### src/rtl/riscv_fetch_pkg.sv
// Shared types for the instruction-fetch front end: FSM states, queue entry
// layout and the sequential PC increment.
package riscv_fetch_pkg;

  typedef enum logic {
    RUN,
    DISCARD
  } fetch_state_t;

  localparam int unsigned PC_STEP    = 4;
  localparam int unsigned FETCH_XLEN = 32;
  localparam int unsigned FETCH_ILEN = 32;

  typedef struct packed {
    logic [FETCH_XLEN-1:0] pc;
    logic [FETCH_ILEN-1:0] instr;
  } fetch_entry_t;

endpackage

### src/rtl/fetch_queue.sv
// Synchronous FIFO of fetch entries. The extra pointer bit tells full from empty;
// flush empties the queue and wins over any same-cycle push or pop.
module fetch_queue
  import riscv_fetch_pkg::*;
#(
  parameter int unsigned DEPTH   = 4,
  parameter type         entry_t = fetch_entry_t,
  localparam int unsigned AW     = $clog2(DEPTH)
) (
  input  logic          clk,
  input  logic          rst,
  input  logic          push_i,
  input  logic          pop_i,
  input  logic          flush_i,
  input  entry_t        wdata_i,
  output logic          full_o,
  output logic          empty_o,
  output logic [AW:0]   count_o,
  output entry_t        head_o
);

  localparam logic [AW:0] PTR_ONE = {{AW{1'b0}}, 1'b1};

  logic [AW:0] wr_ptr_q, wr_ptr_d;
  logic [AW:0] rd_ptr_q, rd_ptr_d;
  entry_t      mem_q [DEPTH];
  logic        do_push;
  logic        do_pop;

  assign empty_o = (wr_ptr_q == rd_ptr_q);
  assign full_o  = (wr_ptr_q[AW] != rd_ptr_q[AW]) &&
                   (wr_ptr_q[AW-1:0] == rd_ptr_q[AW-1:0]);
  assign count_o = wr_ptr_q - rd_ptr_q;
  assign head_o  = mem_q[rd_ptr_q[AW-1:0]];

  assign do_push = push_i && !full_o && !flush_i;
  assign do_pop  = pop_i && !empty_o && !flush_i;

  always_comb begin
    wr_ptr_d = wr_ptr_q;
    rd_ptr_d = rd_ptr_q;
    if (flush_i) begin
      wr_ptr_d = '0;
      rd_ptr_d = '0;
    end else begin
      if (do_push) wr_ptr_d = wr_ptr_q + PTR_ONE;
      if (do_pop)  rd_ptr_d = rd_ptr_q + PTR_ONE;
    end
  end

  always_ff @(posedge clk) begin
    if (rst) begin
      wr_ptr_q <= '0;
      rd_ptr_q <= '0;
    end else begin
      wr_ptr_q <= wr_ptr_d;
      rd_ptr_q <= rd_ptr_d;
    end
  end

  // Storage needs no reset: the pointers alone decide what is visible.
  always_ff @(posedge clk) begin
    if (do_push) mem_q[wr_ptr_q[AW-1:0]] <= wdata_i;
  end

endmodule

### src/rtl/instr_fetch_queue.sv
// Instruction-fetch stage with a prefetch queue between the I-cache and decode.
// Redirects during an outstanding miss park the target until the cache releases.
module instr_fetch_queue
  import riscv_fetch_pkg::*;
#(
  parameter int unsigned     XLEN     = 32,
  parameter int unsigned     ILEN     = 32,
  parameter int unsigned     DEPTH    = 4,
  parameter logic [XLEN-1:0] RESET_PC = '0,
  localparam int unsigned    CW       = $clog2(DEPTH) + 1
) (
  input  logic              clk,
  input  logic              rst,
  output logic              ICACHE_ren,
  output logic [XLEN-3:0]   ICACHE_addr,
  input  logic              ICACHE_stall,
  input  logic [ILEN-1:0]   ICACHE_rdata,
  input  logic              redirect_valid,
  input  logic [XLEN-1:0]   redirect_pc,
  output logic              out_valid,
  input  logic              out_ready,
  output logic [XLEN-1:0]   out_pc,
  output logic [ILEN-1:0]   out_instr,
  output logic [CW-1:0]     occupancy
);

  typedef struct packed {
    logic [XLEN-1:0] pc;
    logic [ILEN-1:0] instr;
  } entry_t;

  fetch_state_t    state_q, state_d;
  logic [XLEN-1:0] fetch_pc_q, fetch_pc_d;
  logic [XLEN-1:0] pending_pc_q, pending_pc_d;
  logic [XLEN-1:0] redirect_target;
  logic            response;
  logic            q_push, q_pop, q_full, q_empty;
  logic [CW-1:0]   q_count;
  entry_t          q_head, q_wdata;

  assign redirect_target = {redirect_pc[XLEN-1:2], 2'b00};

  // In DISCARD the queue is empty, so ren stays high on the parked address.
  assign ICACHE_ren  = !rst && ((state_q == DISCARD) || !q_full);
  assign ICACHE_addr = fetch_pc_q[XLEN-1:2];
  assign response    = ICACHE_ren && !ICACHE_stall;

  assign q_push  = (state_q == RUN) && response && !redirect_valid;
  assign q_pop   = out_valid && out_ready;
  assign q_wdata = '{pc: fetch_pc_q, instr: ICACHE_rdata};

  assign out_valid = !rst && !q_empty;
  assign out_pc    = out_valid ? q_head.pc : '0;
  assign out_instr = out_valid ? q_head.instr : '0;
  assign occupancy = rst ? '0 : q_count;

  fetch_queue #(
    .DEPTH   (DEPTH),
    .entry_t (entry_t)
  ) u_queue (
    .clk     (clk),
    .rst     (rst),
    .push_i  (q_push),
    .pop_i   (q_pop),
    .flush_i (redirect_valid),
    .wdata_i (q_wdata),
    .full_o  (q_full),
    .empty_o (q_empty),
    .count_o (q_count),
    .head_o  (q_head)
  );

  always_comb begin
    state_d      = state_q;
    fetch_pc_d   = fetch_pc_q;
    pending_pc_d = pending_pc_q;
    unique case (state_q)
      RUN: begin
        if (redirect_valid) begin
          if (ICACHE_ren && ICACHE_stall) begin
            pending_pc_d = redirect_target;
            state_d      = DISCARD;
          end else begin
            fetch_pc_d = redirect_target;
          end
        end else if (response) begin
          fetch_pc_d = fetch_pc_q + XLEN'(PC_STEP);
        end
      end
      DISCARD: begin
        if (redirect_valid) pending_pc_d = redirect_target;
        // A redirect in the release cycle is the newest target.
        if (!ICACHE_stall) begin
          fetch_pc_d = redirect_valid ? redirect_target : pending_pc_q;
          state_d    = RUN;
        end
      end
    endcase
  end

  always_ff @(posedge clk) begin
    if (rst) begin
      state_q      <= RUN;
      fetch_pc_q   <= RESET_PC;
      pending_pc_q <= '0;
    end else begin
      state_q      <= state_d;
      fetch_pc_q   <= fetch_pc_d;
      pending_pc_q <= pending_pc_d;
    end
  end

endmodule

### config.mk
export PLATFORM = sky130hd
export DESIGN_NAME = instr_fetch_queue
export DESIGN_NICKNAME = d
export VERILOG_FILES = /design/src/rtl/riscv_fetch_pkg.sv /design/src/rtl/fetch_queue.sv /design/src/rtl/instr_fetch_queue.sv
export SDC_FILE = /design/constraint.sdc
export NUM_CORES = 1
export LEC_CHECK = 0
export ABC_AREA = 1
export BUFFER_PORTS_ARGS = -buffer_cell sky130_fd_sc_hd__buf_2
export CAP_MARGIN = 10
export CORE_AREA = 2 2 225 227
export CTS_BUF_LIST = sky130_fd_sc_hd__clkbuf_4 sky130_fd_sc_hd__clkbuf_8
export CTS_CLUSTER_SIZE = 28
export DETAILED_ROUTE_END_ITERATION = 8
export DIE_AREA = 0 0 227 229
export PLACE_DENSITY_LB_ADDON = 0.3
export SLEW_MARGIN = 20
export SYNTH_ARGS = -nofsm -noshare
export SYNTH_HDL_FRONTEND = slang
export SYNTH_SLANG_ARGS = --single-unit
### constraint.sdc
create_clock -name clk -period 9.9 [get_ports clk]
set_input_delay 1.485 -clock clk [delete_from_list [all_inputs] [get_ports clk]]
set_output_delay 1.485 -clock clk [all_outputs]
set_load 0.005 [all_outputs]
==> results summary <==
The run finished with clean final reports. The top cell types in the final layout, fill and taps aside, are sky130_fd_sc_hd__nor2_1, sky130_fd_sc_hd__edfxtp_1, sky130_fd_sc_hd__nand2_1. The level count of the clock H-tree came out at 2. After synthesis, the share of flip-flops with an asynchronous set or reset is 0%.

TritonCTS built the clock tree. The final worst clock skew came out at 0.0310 ns. Hold repair after CTS inserted 0 buffers. The origin of the worst setup path is rst. The worst path required time is 10.16 ns. In the synthesized netlist, the number of instances is 1568. The count of synthesis-stage warnings from yosys is 0. The routability congestion estimate is 0.795. The floorplan has 82 rows. The initial antenna violation count is 3. The critical path endpoint category is a flop.

The die outline height is 229 µm. The number of unique standard cell types used by synthesis came out at 37. The maximum net fanout on the critical path came out at 49. The clock share of power is 42.8%. The clock reaches the later pin of the worst-skew pair after 0.66 ns. The max-slew violation count is 0. The global-route wire length before repair came out at 62400 µm.

The number of standard cells in the final layout excluding fillers is 2415. The floorplan step defined a die boundary enclosing 0.0520 mm². The count of vias placed by the detailed router came out at 11300. The largest individual stage delay along the critical path comes from the cell sky130_fd_sc_hd__nand3_1. Summed over all cells, the static leakage comes to 6.53 nW. Global routing used 15.6% of the available tracks across all layers. Of the cells placed in the final design, the portion with a size suffix greater than 1 is 17.3%. In this run the count of I/O pins placed on the die edge is 168. Of the post-synthesis cell area, the dominant cell type holds 52.3%.

The combinational share of power came out at 6.6%. The initial cell density of the core came out at 29.6%. Counting flops and latches in the post-synthesis netlist gives 329. The power consumption came out at 3.11 mW. The count of TritonRoute iterations in the first routing pass is 5.

The routed via count divided by cell count is 4.66. The number of clock sinks is 329. The depth of the worst register-to-register path is 9. The post-CTS setup-driven buffer insertion count came out at 0. The violation count after the first detailed-route iteration is 763.

The maximum resistive drop on vdd is 0.0954 mV. The placed standard-cell area came out at 0.0159 mm². The setup TNS is 0 ns. The critical path goes through buf_2 -> clkinv_1 -> buf_4 -> nand3_1 -> nor2_1 -> inv_2 -> nor2_4 -> buf_4. The total CTS buffers came out at 57. The library cell used most frequently in the layout, excluding fill and tap cells, is sky130_fd_sc_hd__nor2_1. The largest net degree at the start of global routing came out at 101. The routed wire length is 41300 µm. The deepest clock path buffer count is 3. The post-route cell area came out at 0.0172 mm². After clock tree synthesis, the clock-pin slew on the worst setup and hold paths is 0.06 ns. The tree is rooted in a sky130_fd_sc_hd__clkbuf_8.

Sorting the synthesized cells by area gives the leading types as sky130_fd_sc_hd__edfxtp_1, sky130_fd_sc_hd__dfxtp_1, sky130_fd_sc_hd__nor2_1. The number of violations of the max-capacitance limit came out at 0. The most critical setup path has its endpoint at u_queue.mem_q[0][60]. The worst min-delay path category is flop to flop. The worst setup slack for register-to-register paths came out at 5.42 ns.

The critical register-to-register path endpoint is u_queue.mem_q[0][60]. The setup path with the least slack is of type primary input to flop. The final critical delay including setup and external delays came out at 5.05 ns. Headroom to the max-slew limit came out at 35.1%. The cell that appears most often on the critical path is sky130_fd_sc_hd__buf_4. The final number of hold-violating endpoints came out at 0.

The delay of the slowest critical-path stage came out at 0.79 ns. The most instantiated flip-flop cell in the synthesis netlist is sky130_fd_sc_hd__edfxtp_1. The net count of the finished layout is 1774. The detailed-placement wirelength estimate came out at 24500 µm. Summed over all nets, the switching power comes to 753 µW. The synthesized cell area is 0.0147 mm². The worst endpoint data arrival time came out at 5.31 ns.

The highest clock frequency the design can meet came out at 0.198 GHz. The total power density per cell area came out at 181 mW/mm². The total placed cells including tap cells came out at 2309.

The pin slew with the least headroom to its limit came out at 0.973 ns. Setup repair after global routing left no endpoint under its margin. The final critical path takes up 51.0% of the cycle.

The average instance in the mapped netlist occupies 9.37 µm². Once detail routing completed, the nets flagged for antenna violations numbered 0. STA classifies the critical path startpoint as a primary input. The detailed-route wire length per cell came out at 17.1 µm. The switching share of power came out at 24.2%. Setup violations remaining at the end of the flow were counted as 0. The die width came out at 227 µm. The top cell type by total area after synthesis is sky130_fd_sc_hd__edfxtp_1. The critical register-to-register path startpoint is state_q. The core footprint is 0.0497 mm². Compared with the post-synthesis result, the final layout area differs by 16.8%. The synthesized design contains 256 enable-type register cells. The via count of the first global-routing pass is 10700. The total of buffers placed on input and output ports came out at 165. Sequential cells burn 50.6% of the power.

The number of remaining DRC errors came out at 0. The post-cts repair resize count came out at 0. Global routing finished with a remaining overflow of 0.

The sequential-to-total area share from yosys stat is 62.3%. The cell-internal power is 2.35 mW. The number of nets handed over by synthesis was 1646.
flip-flops by register name (all words and copies together) (netlist names), named ones only:
signal and flops:
fetch_pc_q 32, pending_pc_q 32, state_q 1, u_queue.mem_q 256, u_queue.rd_ptr_q 3, u_queue.wr_ptr_q 3
cell usage after synthesis, types with 4 or more instances:
master,number
sky130_fd_sc_hd__dfxtp_1,73
sky130_fd_sc_hd__edfxtp_1,256
sky130_fd_sc_hd__buf_2,11
sky130_fd_sc_hd__inv_2,7
sky130_fd_sc_hd__a21oi_1,141
sky130_fd_sc_hd__o211ai_1,6
sky130_fd_sc_hd__buf_1,19
sky130_fd_sc_hd__ha_1,8
sky130_fd_sc_hd__nand3_1,49
sky130_fd_sc_hd__o21ai_0,188
sky130_fd_sc_hd__inv_1,69
sky130_fd_sc_hd__o21ai_1,10
sky130_fd_sc_hd__nor2_1,378
sky130_fd_sc_hd__nand2_1,236
sky130_fd_sc_hd__clkbuf_1,46
sky130_fd_sc_hd__buf_4,36
sky130_fd_sc_hd__o221ai_1,4
how the worst min path moves through the flow:
| stage | startpoint | to | slack, ns | depth (start not counted) |
|---|---|---|---|---|
| 2_1_floorplan | pending_pc_q[0] | pending_pc_q[0] | 0.43 | 2 |
| 3_3_place_gp | pending_pc_q[0] | pending_pc_q[0] | 0.43 | 2 |
| 3_5_place_dp | pending_pc_q[0] | pending_pc_q[0] | 0.44 | 2 |
| 4_1_cts | pending_pc_q[0] | pending_pc_q[0] | 0.45 | 2 |
| 5_1_grt | pending_pc_q[0] | pending_pc_q[0] | 0.47 | 2 |
| 6_report | pending_pc_q[1] | pending_pc_q[1] | 0.44 | 2 |
per-stage QoR:
step                setup WS, ns  hold slack [ns]  util, %
floorplan                   4.55            0.425        -
global placement            4.04            0.433     32.1
detailed placement          4.04            0.436     32.1
CTS                         4.75            0.445     34.6
global route                4.48            0.470     34.6
finish                      4.85            0.444     34.6
power by group through the flow:
stage          Combinational (mW)  Clock [mW]  Sequential [mW]
2_1_floorplan               0.142           0             1.58
3_5_place_dp                0.207           0             1.60
6_report                    0.204        1.33             1.57
4_1_cts                     0.208        1.37             1.57
5_1_grt                     0.232        1.43             1.58
3_3_place_gp                0.204           0             1.60
layer usage:
layer	GRT usage (%)	part of all wire [%]	vias to the layer above
met3	3.58	6.2	66
met4	4.74	2.4	2
met5	0	0.039	-
li1	-	-	5551
met2	25.0	46	320
met1	21.0	45	5312
worst max-delay path, delay by kind of cell:
kind                   cells  cell delay, ns
buffers and inverters      5            1.78
and+or+nand+nor            3            2.00
cells by family after synthesis:
family                   after synthesis  share of synthesized area [%]
XOR/XNOR                               2                          0.119
AND/OR/NAND/NOR                      683                           18.4
AO/OA/AOI/OAI                        355                           12.5
buffers and inverters                190                           5.94
adder cells (fa/ha/maj)                9                          0.818
flip-flops                           329                           62.3
area by class of cell:
cell class | instances | area (µm²)
fill | 5144 | 32500
sequential | 329 | 9150
multi-input combinational | 1049 | 4700
clock buffer | 79 | 956
timing repair buffer | 182 | 953
tap | 672 | 841
inverter | 77 | 293
clock inverter | 26 | 262
antenna | 1 | 2.50
Note: power is estimated with default switching activity, not from simulation.
